--- src/rtl/dma_pkg.sv ---
// Shared types and constants for the transmit-side DMA stream source.
package dma_pkg;
  typedef enum logic [1:0] {IDLE, ISSUE, DRAIN, DONE} dma_src_state_t;
  localparam int unsigned DMA_WORD_BYTES = 4;
endpackage

--- src/rtl/dma_rd_fifo.sv ---
// Read-response FIFO; head is driven from storage registers, so a push is visible the next cycle.
// Push and pop in the same cycle are accepted even when full; pop on empty is ignored.
module dma_rd_fifo #(
  parameter int DATA_W     = 32,
  parameter int FIFO_DEPTH = 4
) (
  input  logic                          clk,
  input  logic                          rst,
  input  logic                          push_i,
  input  logic [DATA_W-1:0]             push_dat_i,
  input  logic                          pop_i,
  output logic                          full_o,
  output logic                          empty_o,
  output logic [$clog2(FIFO_DEPTH):0]   count_o,
  output logic [DATA_W-1:0]             head_o
);
  localparam int AW = $clog2(FIFO_DEPTH);
  localparam int CW = AW + 1;

  logic [DATA_W-1:0] mem_q [FIFO_DEPTH];
  logic [AW-1:0]     wr_q, rd_q;
  logic [CW-1:0]     cnt_q;
  logic              do_push, do_pop;

  assign empty_o = (cnt_q == '0);
  assign full_o  = (cnt_q == CW'(FIFO_DEPTH));
  assign do_pop  = pop_i && !empty_o;
  assign do_push = push_i && (!full_o || do_pop);
  assign count_o = cnt_q;
  assign head_o  = mem_q[rd_q];

  always_ff @(posedge clk or posedge rst) begin
    if (rst) begin
      wr_q  <= '0;
      rd_q  <= '0;
      cnt_q <= '0;
      for (int i = 0; i < FIFO_DEPTH; i++) mem_q[i] <= '0;
    end else begin
      if (do_push) begin
        mem_q[wr_q] <= push_dat_i;
        wr_q        <= wr_q + AW'(1);
      end
      if (do_pop) rd_q <= rd_q + AW'(1);
      cnt_q <= cnt_q + CW'(do_push) - CW'(do_pop);
    end
  end
endmodule

--- src/rtl/dma_stream_source.sv ---
// DMA source: reads i_len words from memory and streams them out; first word 3 cycles after start at 1-cycle memory latency.
// Requests are only issued when the response FIFO has room for their data, so downstream stalls throttle memory reads.
module dma_stream_source
  import dma_pkg::*;
#(
  parameter int DATA_W     = 32,
  parameter int ADDR_W     = 32,
  parameter int LEN_W      = 16,
  parameter int FIFO_DEPTH = 4
) (
  input  logic              clk,
  input  logic              rst,
  input  logic              i_start,
  input  logic [ADDR_W-1:0] i_src_addr,
  input  logic [LEN_W-1:0]  i_len,
  output logic              o_busy,
  output logic              o_done,
  output logic              o_mem_req,
  output logic [ADDR_W-1:0] o_mem_addr,
  input  logic              i_mem_gnt,
  input  logic              i_mem_rvalid,
  input  logic [DATA_W-1:0] i_mem_rdata,
  output logic [DATA_W-1:0] o_data,
  output logic              o_valid,
  output logic              o_last,
  input  logic              i_ready
);
  localparam int CW = $clog2(FIFO_DEPTH) + 1;
  localparam int SW = CW + 1;

  dma_src_state_t    state_q, state_d;
  logic [ADDR_W-1:0] addr_q, addr_d;
  logic [LEN_W-1:0]  len_q, len_d, issued_q, issued_d, popped_q, popped_d, len_last;
  logic [CW-1:0]     outst_q, outst_d, fifo_cnt;
  logic [SW-1:0]     credit_use;
  logic              fifo_full, fifo_empty, pop, push, gnt_acc, credit_ok;

  assign pop      = o_valid && i_ready;
  assign push     = i_mem_rvalid && (outst_q != '0) && (!fifo_full || pop);
  assign gnt_acc  = o_mem_req && i_mem_gnt;
  assign len_last = len_q - LEN_W'(1);

  // A word being popped this cycle frees its slot in time for a new request.
  assign credit_use = SW'(outst_q) + SW'(fifo_cnt) - SW'(pop);
  assign credit_ok  = credit_use < SW'(FIFO_DEPTH);

  dma_rd_fifo #(.DATA_W(DATA_W), .FIFO_DEPTH(FIFO_DEPTH)) u_fifo (
    .clk        (clk),
    .rst        (rst),
    .push_i     (push),
    .push_dat_i (i_mem_rdata),
    .pop_i      (pop),
    .full_o     (fifo_full),
    .empty_o    (fifo_empty),
    .count_o    (fifo_cnt),
    .head_o     (o_data)
  );

  assign o_valid    = !fifo_empty;
  assign o_last     = o_valid && (popped_q == len_last);
  assign o_mem_addr = addr_q;

  always_ff @(posedge clk or posedge rst) begin
    if (rst) state_q <= IDLE;
    else     state_q <= state_d;
  end

  always_comb begin
    state_d = state_q;
    case (state_q)
      IDLE:    if (i_start) state_d = (i_len == '0) ? DONE : ISSUE;
      ISSUE:   if (gnt_acc && issued_q == len_last) state_d = DRAIN;
      DRAIN:   if (pop && popped_q == len_last) state_d = DONE;
      DONE:    state_d = IDLE;
      default: state_d = IDLE;
    endcase
  end

  always_comb begin
    o_busy    = (state_q != IDLE);
    o_done    = (state_q == DONE);
    o_mem_req = (state_q == ISSUE) && credit_ok;
  end

  always_comb begin
    addr_d   = addr_q;
    len_d    = len_q;
    issued_d = issued_q;
    popped_d = popped_q;
    outst_d  = outst_q + CW'(gnt_acc) - CW'(push);
    if (state_q == IDLE && i_start) begin
      addr_d   = i_src_addr & ~ADDR_W'(DMA_WORD_BYTES - 1);
      len_d    = i_len;
      issued_d = '0;
      popped_d = '0;
      outst_d  = '0;
    end else begin
      if (gnt_acc) begin
        issued_d = issued_q + LEN_W'(1);
        addr_d   = addr_q + ADDR_W'(DMA_WORD_BYTES);
      end
      if (pop) popped_d = popped_q + LEN_W'(1);
    end
  end

  always_ff @(posedge clk or posedge rst) begin
    if (rst) begin
      addr_q   <= '0;
      len_q    <= '0;
      issued_q <= '0;
      popped_q <= '0;
      outst_q  <= '0;
    end else begin
      addr_q   <= addr_d;
      len_q    <= len_d;
      issued_q <= issued_d;
      popped_q <= popped_d;
      outst_q  <= outst_d;
    end
  end
endmodule
--- config.mk ---
export PLATFORM = sky130hd
export DESIGN_NAME = dma_stream_source
export DESIGN_NICKNAME = d
export VERILOG_FILES = /design/src/rtl/dma_pkg.sv /design/src/rtl/dma_rd_fifo.sv /design/src/rtl/dma_stream_source.sv
export SDC_FILE = /design/constraint.sdc
export NUM_CORES = 1
export LEC_CHECK = 0
export ABC_AREA = 1
export CAP_MARGIN = 20
export CORE_MARGIN = 10
export CORE_UTILIZATION = 61
export DETAILED_ROUTE_END_ITERATION = 8
export PLACE_DENSITY = 0.87
export SLEW_MARGIN = 20
export SYNTH_ARGS = -nofsm -noshare
export SYNTH_HDL_FRONTEND = slang
export SYNTH_HIERARCHICAL = 1
export SYNTH_SLANG_ARGS = --single-unit
--- constraint.sdc ---
create_clock -name clk -period 11.75 [get_ports clk]
set_input_delay 1.7625 -clock clk [delete_from_list [all_inputs] [get_ports clk]]
set_output_delay 1.7625 -clock clk [all_outputs]
set_load 0.01 [all_outputs]
== Word-level counts from Yosys, hierarchy flattened ==
Cells that the tools add are included.
Storage, ports and cells
  flip-flop bits (word level): 220
Operators by class
  add/sub/neg operators: 12
  order comparisons: 4
  equal/unequal tests: 9
  muxes and demuxes: 18
  bitwise gates (word level): 2
  reduce and logical (&&, ||, !) cells: 24
Operators with widths (count)
  32-bit two-way mux: 5
  128-bit bitwise mux: 1
  32-bit binary-select mux with 2-bit select: 1
  32-bit demux with 2-bit select: 1
  16-bit two-way mux: 4
  16-bit by 1-bit adder with 16-bit output, second input constant: 2
  32-bit by 3-bit adder with 32-bit output, second input constant: 1
  16-bit equality test: 2
  16-bit logical NOT: 1
  16-bit by 1-bit subtractor with 16-bit output, second input constant: 1
  1-bit logical AND: 12
  2-bit two-way mux: 4
  2-bit case mux with 4 select lines: 1
  3-bit by 1-bit adder with 3-bit output: 2
  3-bit >= comparator, second input constant: 2
  2-bit != test, second input constant: 3
  2-bit NOT with 3-bit output: 2
  2-bit nonzero test: 3
  3-bit by 1-bit subtractor with 3-bit output: 2
  2-bit by 1-bit adder with 2-bit output, second input constant: 2
  3-bit by 3-bit adder with 4-bit output: 1
  2-bit equality test, second input constant: 2
  4-bit by 3-bit less-than comparator with 1-bit output, second input constant: 1
  4-bit by 1-bit subtractor with 4-bit output: 1
  10 further kinds: 12

== Depth between registers and ports, before layout ==
Gate-level depths: netlist (run 1).
  depth in word-level cells: 10
  gate-level depth with buffers: 22
  mapped depth without buffers: 21

== By module ==
The synthesis (run 1) kept the hierarchy.
Modules (own cells, without submodules)
  dma_rd_fifo: instances 1, cells each 800, area an instance 6590.1 um^2
  dma_stream_source: instances 1, cells each 842, area an instance 5816.8 um^2

== Least setup slack after synthesis (run 1) ==
Ideal clock, no wire load.
  path type: input port to output port
  start: input i_ready
  end: output o_mem_req
  data arrival time: 2.787 ns
  path slack: 7.200 ns
  cell stages on the path: 11
  buffers on the path: 0
  cells stage by stage: inv_1 > nor2_4 > ha_1 > inv_1 > ha_1 > nand3_1 > nand2_1 > nand2_1 > nand2_1 > nand2_1 > inv_1
Between the ends
  cells in the longest elaborated chain, start to end: 4
RTL lines
  start, declared: line dma_stream_source.sv:26  | input logic i_ready
  1-bit logical AND: line dma_stream_source.sv:38  | assign pop = o_valid && i_ready;
  net pop: line dma_stream_source.sv:36  | logic fifo_full, fifo_empty, pop, push, gnt_acc, credit_ok;
  4-bit by 1-bit subtractor with 4-bit output: line dma_stream_source.sv:44  | assign credit_use = SW'(outst_q) + SW'(fifo_cnt) - SW'(pop);
  4-bit by 3-bit less-than comparator with 1-bit output: line dma_stream_source.sv:45  | assign credit_ok = credit_use < SW'(FIFO_DEPTH);
  1-bit logical AND: line dma_stream_source.sv:82  | o_mem_req = (state_q == ISSUE) && credit_ok;
  end, declared: line dma_stream_source.sv:18  | output logic o_mem_req,
The timed path passes the listed nets, and every way through them passes these cells.

== Worst setup path after layout (run 1) ==
Same ends and word-level chain as after synthesis.

==> results of run 1 <==
## through the flow
| step | util | total power, mW |
|---|---|---|
| final | 0.733 | 4.15 |
| after detailed placement | 0.690 | 3.30 |
| after CTS | 0.732 | 4.14 |
| after global placement | 0.690 | 3.23 |
| after global routing | 0.732 | 4.46 |
| after floorplan | - | 2.58 |
## registers in the layout (all words and copies together) (netlist names)
register,count
u_fifo/mem_q,128
o_mem_addr,30
issued_q,16
len_q,16
popped_q,16
outst_q,3
u_fifo/count_o,3
state_q,2
u_fifo/rd_q,2
u_fifo/wr_q,2
## worst paths after layout
path                                    from                end  slack (ns)
setup reg to reg           u_fifo/count_o[1]  u_fifo/mem_q[119]        7.73
hold / removal              u_fifo/mem_q[60]   u_fifo/mem_q[60]        0.47
min in group asynchronous                rst         outst_q[0]        1.61
setup / recovery                     i_ready          o_mem_req        5.96
max in group asynchronous                rst     u_fifo/rd_q[0]        8.82
hold reg to reg             u_fifo/mem_q[60]   u_fifo/mem_q[60]        0.47
## cell type report
cell class,instances,share of cell area
clock buffer,34,0.0461
clock inverter,10,0.0119
timing repair buffer,162,0.108
multi-input combinational,1200,0.408
inverter,124,0.0319
sequential,218,0.370
antenna,2,0.000340
tap,270,0.0229
## routing by layer
layer / vias up / track usage
li1: 5691 / -
met1: 5614 / 0.334
met2: 601 / 0.436
met3: 80 / 0.0683
met4: 0 / 0.0803
met5: - / 0
## power breakdown
part | leakage, nW | internal (mW) | switching (mW)
Clock | 0.421 | 0.512 | 0.304
Sequential | 2.75 | 1.06 | 0.239
Combinational | 3.73 | 0.777 | 1.27
## cell families after synthesis
kind of cell	count (synthesis)	synth area share
simple gates	925	0.341
xor+xnor	17	0.0120
other cells	1	0.000302
fa+ha+maj	24	0.0254
compound gates	232	0.102
buf+inv	225	0.0788
flops	218	0.440
## worst max-delay path: stages
cell	delay, ns
clkdlybuf4s50_1	0.45
inv_1	0.06
nor2_4	0.23
ha_1	0.20
inv_1	0.04
ha_1	0.27
nand3_1	0.11
nand3_1	0.08
nand2_1	0.08
nand2_1	0.12
inv_1	0.08
clkdlybuf4s50_1	0.54
## Yosys cell counts, types with 17 or more instances
library cell  instances
nor3_1               20
o21ai_0              91
dfrtp_1             218
nand4_1             141
clkbuf_1             45
nand3_1              83
ha_1                 22
buf_2                22
o22ai_1              42
nand2_1             466
inv_1               119
buf_1                17
a21oi_1              45
nor2_1              155
o21ai_1              34
==> metrics.cfg, run 1 <==
[status]
status=complete, no violations

[global_routing]
grt_max_degree=83
antenna_found_initial=1
grt_util_all_layers=0.264
overflow=0
first_global_vias=11800
grt_first_pass_wirelength_um=58600

[route]
wl_per_cell_um=17.7
vias_per_cell=5.93
drt-met1-wl_um=14000
drc=0
via_count=12000
firstDrtPassIters=6
dr_wl_met2_um=17100
dr.first_iter.drc_count=1279
wl_um=35700
top_layer=met4
drtAntennaViolNets=0
route.met3.wl_um=3700

[cells_and_area]
fin_area_um2=14700
multi_input_area_um2=6010
drive_gt1_frac=0.0641
nFillCells=1511
layout_common_cells=nand2_1 (465), dfrtp_1 (217), nor2_1 (155)
layout_commonest_cell=nand2_1
final-seq-area_um2=5460
area_growth_pct=18.7
final_nets=1840
fin_cells=2020

[sta]
tns_ns=0
worst_pin_slew_ns=0.973
clock.fmax_ghz=0.173
post-route-period-util=0.493
fin_crit_ns=5.79
finalSetupViolations=0
setup_ws_ns=5.96
slew_violations=0
final-hold-violation-count=0
rsz0062_at_grt=false
holdWs_ns=0.466
finClkSkew_ns=0.00923
maxSlewHeadroom=0.350

[power_and_ir_drop]
ir_drop_v=0.000150
power_density_nw_per_um2=282
p_leak_nw=6.90

[placement]
pre_cts_ws_ns=5.96
port_buffers=150
gp_congestion=0.958
hpwl_um=22400
dp_cells=1974
placed_area_um2=13900

[critical_path]
cp-start-kind=input pin
cp.required_ns=9.99
crit_fanout=11
crit_arrival_ns=4.03
r2r_cells=10
critical_path_class=in2out
crit_path_end_kind=primary output

[synthesis]
netlist_area_um2=12400
yosysSeqAreaShare=0.440
ys_warn_count=6
ys_ff_latch=218
syn_area_per_cell_um2=7.56
async_reset_ff_frac=1.00
synthCells=1642
ys_types=47
synth_top_area_share=0.440
synthTopCellsByArea=dfrtp_1 (44%), nand2_1 (14%), nand4_1 (7.1%), nor2_1 (4.7%), o21ai_0 (3.7%)
synth_top_area_cell=dfrtp_1
synth_edf_count=0
synth_ff_type=dfrtp_1

[floorplanning]
die_x_um=163
initial_core_util=0.617
coreArea_um2=20100
die_y_um=163
die-area_um2=26400
io-pin-count=155
rows=52

[cts]
clkSinkCount=218
post_cts_buffers=0
numCtsBuffers=24
htreeDepth=1
cts_tree=built
cts_hold_buffers=0
ctsRootBufferMaster=clkbuf_16
cts-resized-gates=0
cts.path.max_buffers=3
path_clk_slew_ns=0.06
clkLatencyLatePin_ns=0.52

[job]
max-cap-violations=0

[min_path]
hp-class=reg2reg
holdPathStages=2

No activity file was read; power rests on OpenSTA's default activity.
==> inputs of run 2 (changes only) <==
Settings changed: CORE_UTILIZATION 61 to 57, PLACE_DENSITY 0.87 to 0.82.
Clock period 11.75 ns to 5.5 ns, I/O delays scaled along.
==> run 2 against run 1 <==
Wire length is 0.45% higher. Clock power up 100%. Non-clock buffer count up 5.
==> metrics.cfg, run 2 (synthesis gave the netlist of run 1 again) <==
[status]
status=complete, no violations

[cts]
cts-resized-gates=0  ; unchanged
numCtsBuffers=24  ; unchanged
htreeDepth=1  ; unchanged
cts_hold_buffers=0  ; unchanged
clkLatencyLatePin_ns=0.51  ; about the same
post_cts_buffers=0  ; unchanged
cts.path.max_buffers=3  ; unchanged
path_clk_slew_ns=0.06  ; about the same
clkSinkCount=218  ; unchanged
ctsRootBufferMaster=clkbuf_16
cts_tree=built

[placement]
hpwl_um=22900  ; +2.4%
port_buffers=150  ; unchanged
placed_area_um2=13900  ; +0.19%
pre_cts_ws_ns=1.23  ; -4.73 ns
gp_congestion=0.961  ; +0.28%

[critical_path]
crit_fanout=8  ; -3
critical_path_class=reg2out
crit_path_cell_trace=inv_2, ha_1, nand2_2, nor2_4, nand3_1, nand3_1, nand2_1, nor2_1, nand2_1, nor2_2, nand2_1, nor2_1, clkdlybuf4s50_1
cp-start-kind=flop
cp_slowest_cell=clkdlybuf4s50_1
crit_arrival_ns=3.16  ; -0.87 ns
crit_buf_inv=2  ; -3
timing.critical_path.mode_cell=nand2_1
cpPeakStageDelay_ns=0.54  ; about the same
path_delay_family=simple AND/OR/NAND/NOR gates
crit_path_end_kind=primary output
cp.required_ns=4.68  ; -5.31 ns

[floorplanning]
coreArea_um2=21200  ; +5.6%
die_x_um=168  ; +3.0%
initial_core_util=0.585  ; -0.0325
die_y_um=168  ; +3.0%
rows=53  ; +1.9%
io-pin-count=155  ; unchanged
die-area_um2=28100  ; +6.1%

[cells_and_area]
fin_area_um2=14700  ; about the same
top_register=u_fifo/mem_q
final-seq-area_um2=5460  ; unchanged
final_nets=1845  ; +0.27%
nFillCells=1735  ; +15%
layout_commonest_cell=nand2_1
multi_input_area_um2=6000  ; -0.17%
layout_common_cells=nand2_1 (465), dfrtp_1 (217), nor2_1 (155)
drive_gt1_frac=0.0651  ; +0.00107
area_growth_pct=18.7  ; about the same
insertedDiodeCount=0  ; -2
largest_reg_flops=128  ; unchanged

[route]
drc=0  ; unchanged
route.met3.wl_um=3610  ; -2.4%
dr_wl_met2_um=17000  ; about the same
wl_per_cell_um=17.7  ; +0.21%
drt-met1-wl_um=14300  ; +2.7%
dr.first_iter.drc_count=1346  ; +5.2%
firstDrtPassIters=7  ; +1
vias_per_cell=5.97  ; +0.69%
via_count=12100  ; +0.94%
drtAntennaViolNets=0  ; unchanged
top_layer=met5
wl_um=35800  ; +0.45%

[power_and_ir_drop]
power_density_nw_per_um2=596  ; +110%
ir_drop_v=0.000303  ; +100%
p_leak_nw=6.91  ; +0.24%

[sta]
post-route-period-util=0.725
fin_crit_ns=3.99
setup_ws_ns=1.51  ; -4.45 ns
final-hold-violation-count=0  ; unchanged
clock.fmax_ghz=0.251
finalSetupViolations=0  ; unchanged
tns_ns=0  ; unchanged
slew_violations=0  ; unchanged
worst_pin_slew_ns=0.989  ; +0.0154 ns
rsz0062_at_grt=false
finClkSkew_ns=0.0136  ; +0.00433 ns
maxSlewHeadroom=0.340  ; -0.0103

[global_routing]
grt_first_pass_wirelength_um=58700  ; +0.12%
grt_max_degree=115  ; +39%
first_global_vias=11700  ; -0.86%
grt_util_all_layers=0.244  ; -0.0202
overflow=0  ; unchanged
antenna_found_initial=1  ; unchanged

[job]
max-cap-violations=0  ; unchanged

[min_path]
hp-class=reg2reg

## run 2: changes by cell type in the layout (fill, tap and decap cells not counted), sizes merged
cell	delta
buf	+5
bufinv	-4
clkbuf	+3
clkinv	-1
diode	-2
inv	-1
## run 2: layer usage
metal	vias up	global-route usage
li1	5683	-
met1	5761	0.312
met2	580	0.405
met3	73	0.0583
met4	2	0.0640
met5	-	0
## run 2: power by group
| group | leakage, nW | switching (mW) | internal (mW) |
|---|---|---|---|
| logic | 3.76 | 2.70 | 1.67 |
| registers | 2.75 | 0.523 | 2.25 |
| clock network | 0.402 | 0.642 | 0.990 |
## run 2: worst register-to-register path, stage by stage (launching register included)
cell	delay, ns
dfrtp_1	0.43
nor2_1	0.12
nand2_1	0.16
inv_1	0.12
nor2_4	0.27
ha_1	0.21
inv_1	0.04
ha_1	0.26
nand3_1	0.10
nand3_1	0.08
nand2_1	0.07
nand2_1	0.06
nor2_1	0.09
buf_4	0.26
inv_1	0.07
buf_4	0.19
nand2_1	0.36
clkinv_1	0.41
o32ai_1	0.34
a21oi_1	0.06
## run 2: cell type report
class,count,share of cell area
multi-input combinational,1200,0.408
sequential,218,0.371
timing repair buffer,167,0.112
clock buffer,37,0.0517
inverter,124,0.0320
tap,275,0.0234
clock inverter,4,0.00306
## run 2: stage by stage
step / total power, mW / cells / hold WS (ns) / util
after CTS: 8.75 / 2024 / 0.467 / 0.693
final: 8.78 / 2025 / 0.465 / 0.694
after floorplan: 5.52 / 1643 / 0.437 / -
after detailed placement: 7.08 / 1983 / 0.453 / 0.655
after global routing: 9.44 / 2025 / 0.487 / 0.694
after global placement: 6.92 / 1983 / 0.449 / 0.655
## run 2: final timing paths
path                                         from                to  slack, ns  cells after the start
worst max-delay path                     len_q[0]            o_last       1.51                     13
min in group asynchronous                     rst     o_mem_addr[9]       0.86                      2
max in group asynchronous                     rst   u_fifo/mem_q[9]       3.63                      3
worst min register to register   u_fifo/mem_q[35]  u_fifo/mem_q[35]       0.46                      2
worst min-delay path             u_fifo/mem_q[35]  u_fifo/mem_q[35]       0.46                      2
worst max register to register  u_fifo/count_o[1]     o_mem_addr[7]       1.68                     19
==> inputs of run 3 (changes only) <==
Clock period 5.5 ns to 4 ns, I/O delays scaled along.
==> run 3 against run 2 <==
Hold slack gained 0.0029 ns. Flip-flop and latch count is the same. Sequential share of layout area shrank 0.26 points. Utilization grew 0.49 points. Critical path type unchanged. Critical endpoint is now o_mem_req.
==> metrics.cfg, run 3 (synthesis gave the netlist of run 1 again) <==
[sta]
slew_violations=0  ; unchanged
setup_ws_ns=0.328  ; -1.18 ns
post-route-period-util=0.918
finalSetupViolations=0  ; unchanged
maxSlewHeadroom=0.433  ; +0.0925
fin_crit_ns=3.67
finClkSkew_ns=0.00747  ; -0.00610 ns
holdWs_ns=0.468  ; +0.00292 ns
tns_ns=0  ; unchanged
final-hold-violation-count=0  ; unchanged
clock.fmax_ghz=0.272
worst_pin_slew_ns=0.849  ; -0.139 ns
rsz0062_at_grt=false

[cells_and_area]
top_register=u_fifo/mem_q
largest_reg_flops=128  ; unchanged
area_growth_pct=19.5
drive_gt1_frac=0.0709  ; +0.00572
final_nets=1860  ; +0.81%
insertedDiodeCount=0  ; unchanged
layout_common_cells=nand2_1 (465), dfrtp_1 (217), nor2_1 (155)
nFillCells=1689  ; -2.7%
layout_commonest_cell=nand2_1

[global_routing]
grt_first_pass_wirelength_um=59000  ; +0.55%
antenna_found_initial=0  ; -1
grt_max_degree=72  ; -37%
overflow=0  ; unchanged
grt_util_all_layers=0.247  ; +0.00330
first_global_vias=11700  ; +0.48%

[cts]
clkLatencyLatePin_ns=0.51  ; about the same
cts_hold_buffers=0  ; unchanged
post_cts_buffers=0  ; unchanged
numCtsBuffers=24  ; unchanged
cts-resized-gates=0  ; unchanged
cts_tree=built
ctsRootBufferMaster=clkbuf_16
htreeDepth=1  ; unchanged
path_clk_slew_ns=0.06  ; about the same
clkSinkCount=218  ; unchanged
cts.path.max_buffers=3  ; unchanged

[critical_path]
critical_path_class=reg2out
cpPeakStageDelay_ns=0.55  ; about the same
crit_fanout=5  ; -3
crit_path_end_kind=primary output
path_delay_family=buffers and inverters
crit_buf_inv=4  ; +2
crit_path_cell_trace=nor2_1, nand2_1, inv_1, nor2_4, ha_1, inv_1, ha_1, nand3_1, nand3_1, nand2_1, nand2_1, inv_1, clkdlybuf4s50_1
cp_slowest_cell=clkdlybuf4s50_1
cp-start-kind=flop
cp.required_ns=3.40  ; -1.28 ns
crit_arrival_ns=3.07  ; -0.09 ns

[placement]
gp_congestion=0.993  ; +3.4%
hpwl_um=24100  ; +5.0%
port_buffers=150  ; unchanged
pre_cts_ws_ns=0.366  ; -0.863 ns

[status]
status=complete, no violations

[route]
wl_um=36300  ; +1.4%
drtAntennaViolNets=0  ; unchanged
via_count=12100  ; -0.083%
firstDrtPassIters=6  ; -1
wl_per_cell_um=17.8  ; +0.72%
vias_per_cell=5.93  ; -0.77%
drc=0  ; unchanged
dr.first_iter.drc_count=1355  ; +0.67%

[floorplanning]
initial_core_util=0.585  ; unchanged
die-area_um2=28100  ; unchanged
rows=53  ; unchanged
die_x_um=168  ; unchanged
die_y_um=168  ; unchanged
io-pin-count=155  ; unchanged
coreArea_um2=21200  ; unchanged

[power_and_ir_drop]
power_density_nw_per_um2=815  ; +37%
power_mw=12.1  ; +38%
p_leak_nw=6.97  ; +0.77%
ir_drop_v=0.000439  ; +45%

[job]
max-cap-violations=0  ; unchanged

[min_path]
hp-class=reg2reg

run 3: cell types whose count changed in the layout (fill, tap and decap cells not counted), sizes merged:
cell / before / now
buf: 17 / 32
clkinv: 6 / 3
clkbuf: 37 / 39
bufinv: 1 / 0
clkinvlp: 0 / 1
run 3: final cells by class:
cell class	count	area [um^2]	share of cell area
timing repair buffer	182	1790	0.121
clock inverter	1	5.00	0.000338
clock buffer	39	758	0.0511
sequential	218	5460	0.368
inverter	124	470	0.0317
tap	275	344	0.0232
multi-input combinational	1200	6000	0.405
run 3: path summary, 6_finish.rpt:
check	startpoint	to	slack [ns]	cells after the start
max reg2reg	u_fifo/count_o[1]	o_mem_addr[7]	0.49	18
max in group asynchronous	rst	o_mem_addr[27]	2.54	3
max	u_fifo/count_o[1]	o_mem_req	0.33	13
min reg2reg	u_fifo/mem_q[92]	u_fifo/mem_q[92]	0.47	2
min	u_fifo/mem_q[92]	u_fifo/mem_q[92]	0.47	2
min in group asynchronous	rst	outst_q[2]	0.69	2
run 3: power breakdown:
group | leakage, nW | switching [mW] | internal [mW]
clock | 0.377 | 0.869 | 1.28
combinational | 3.84 | 3.75 | 2.36
sequential | 2.75 | 0.718 | 3.10
total | 6.97 | 5.34 | 6.74
run 3: tightest hold or removal path: cells and delay by family, from the launching register on:
kind             cells  cell delay [ns]
DFF                  1             0.34
and+or+nand+nor      2             0.10
run 3: per-stage QoR:
stage               utilization  instances  instance area (um^2)
floorplan                     -       1643                 12400
global placement          0.663       1999                 14100
detailed placement        0.663       1999                 14100
CTS                       0.699       2039                 14800
global route              0.699       2039                 14800
finish                    0.699       2039                 14800
run 3: routing by layer:
layer	up-vias	wire [um]	global-route usage
li1	5718	-	-
met3	73	3630	0.0569
met2	588	17300	0.409
met1	5710	14600	0.316
met4	0	771	0.0712
met5	-	0	0
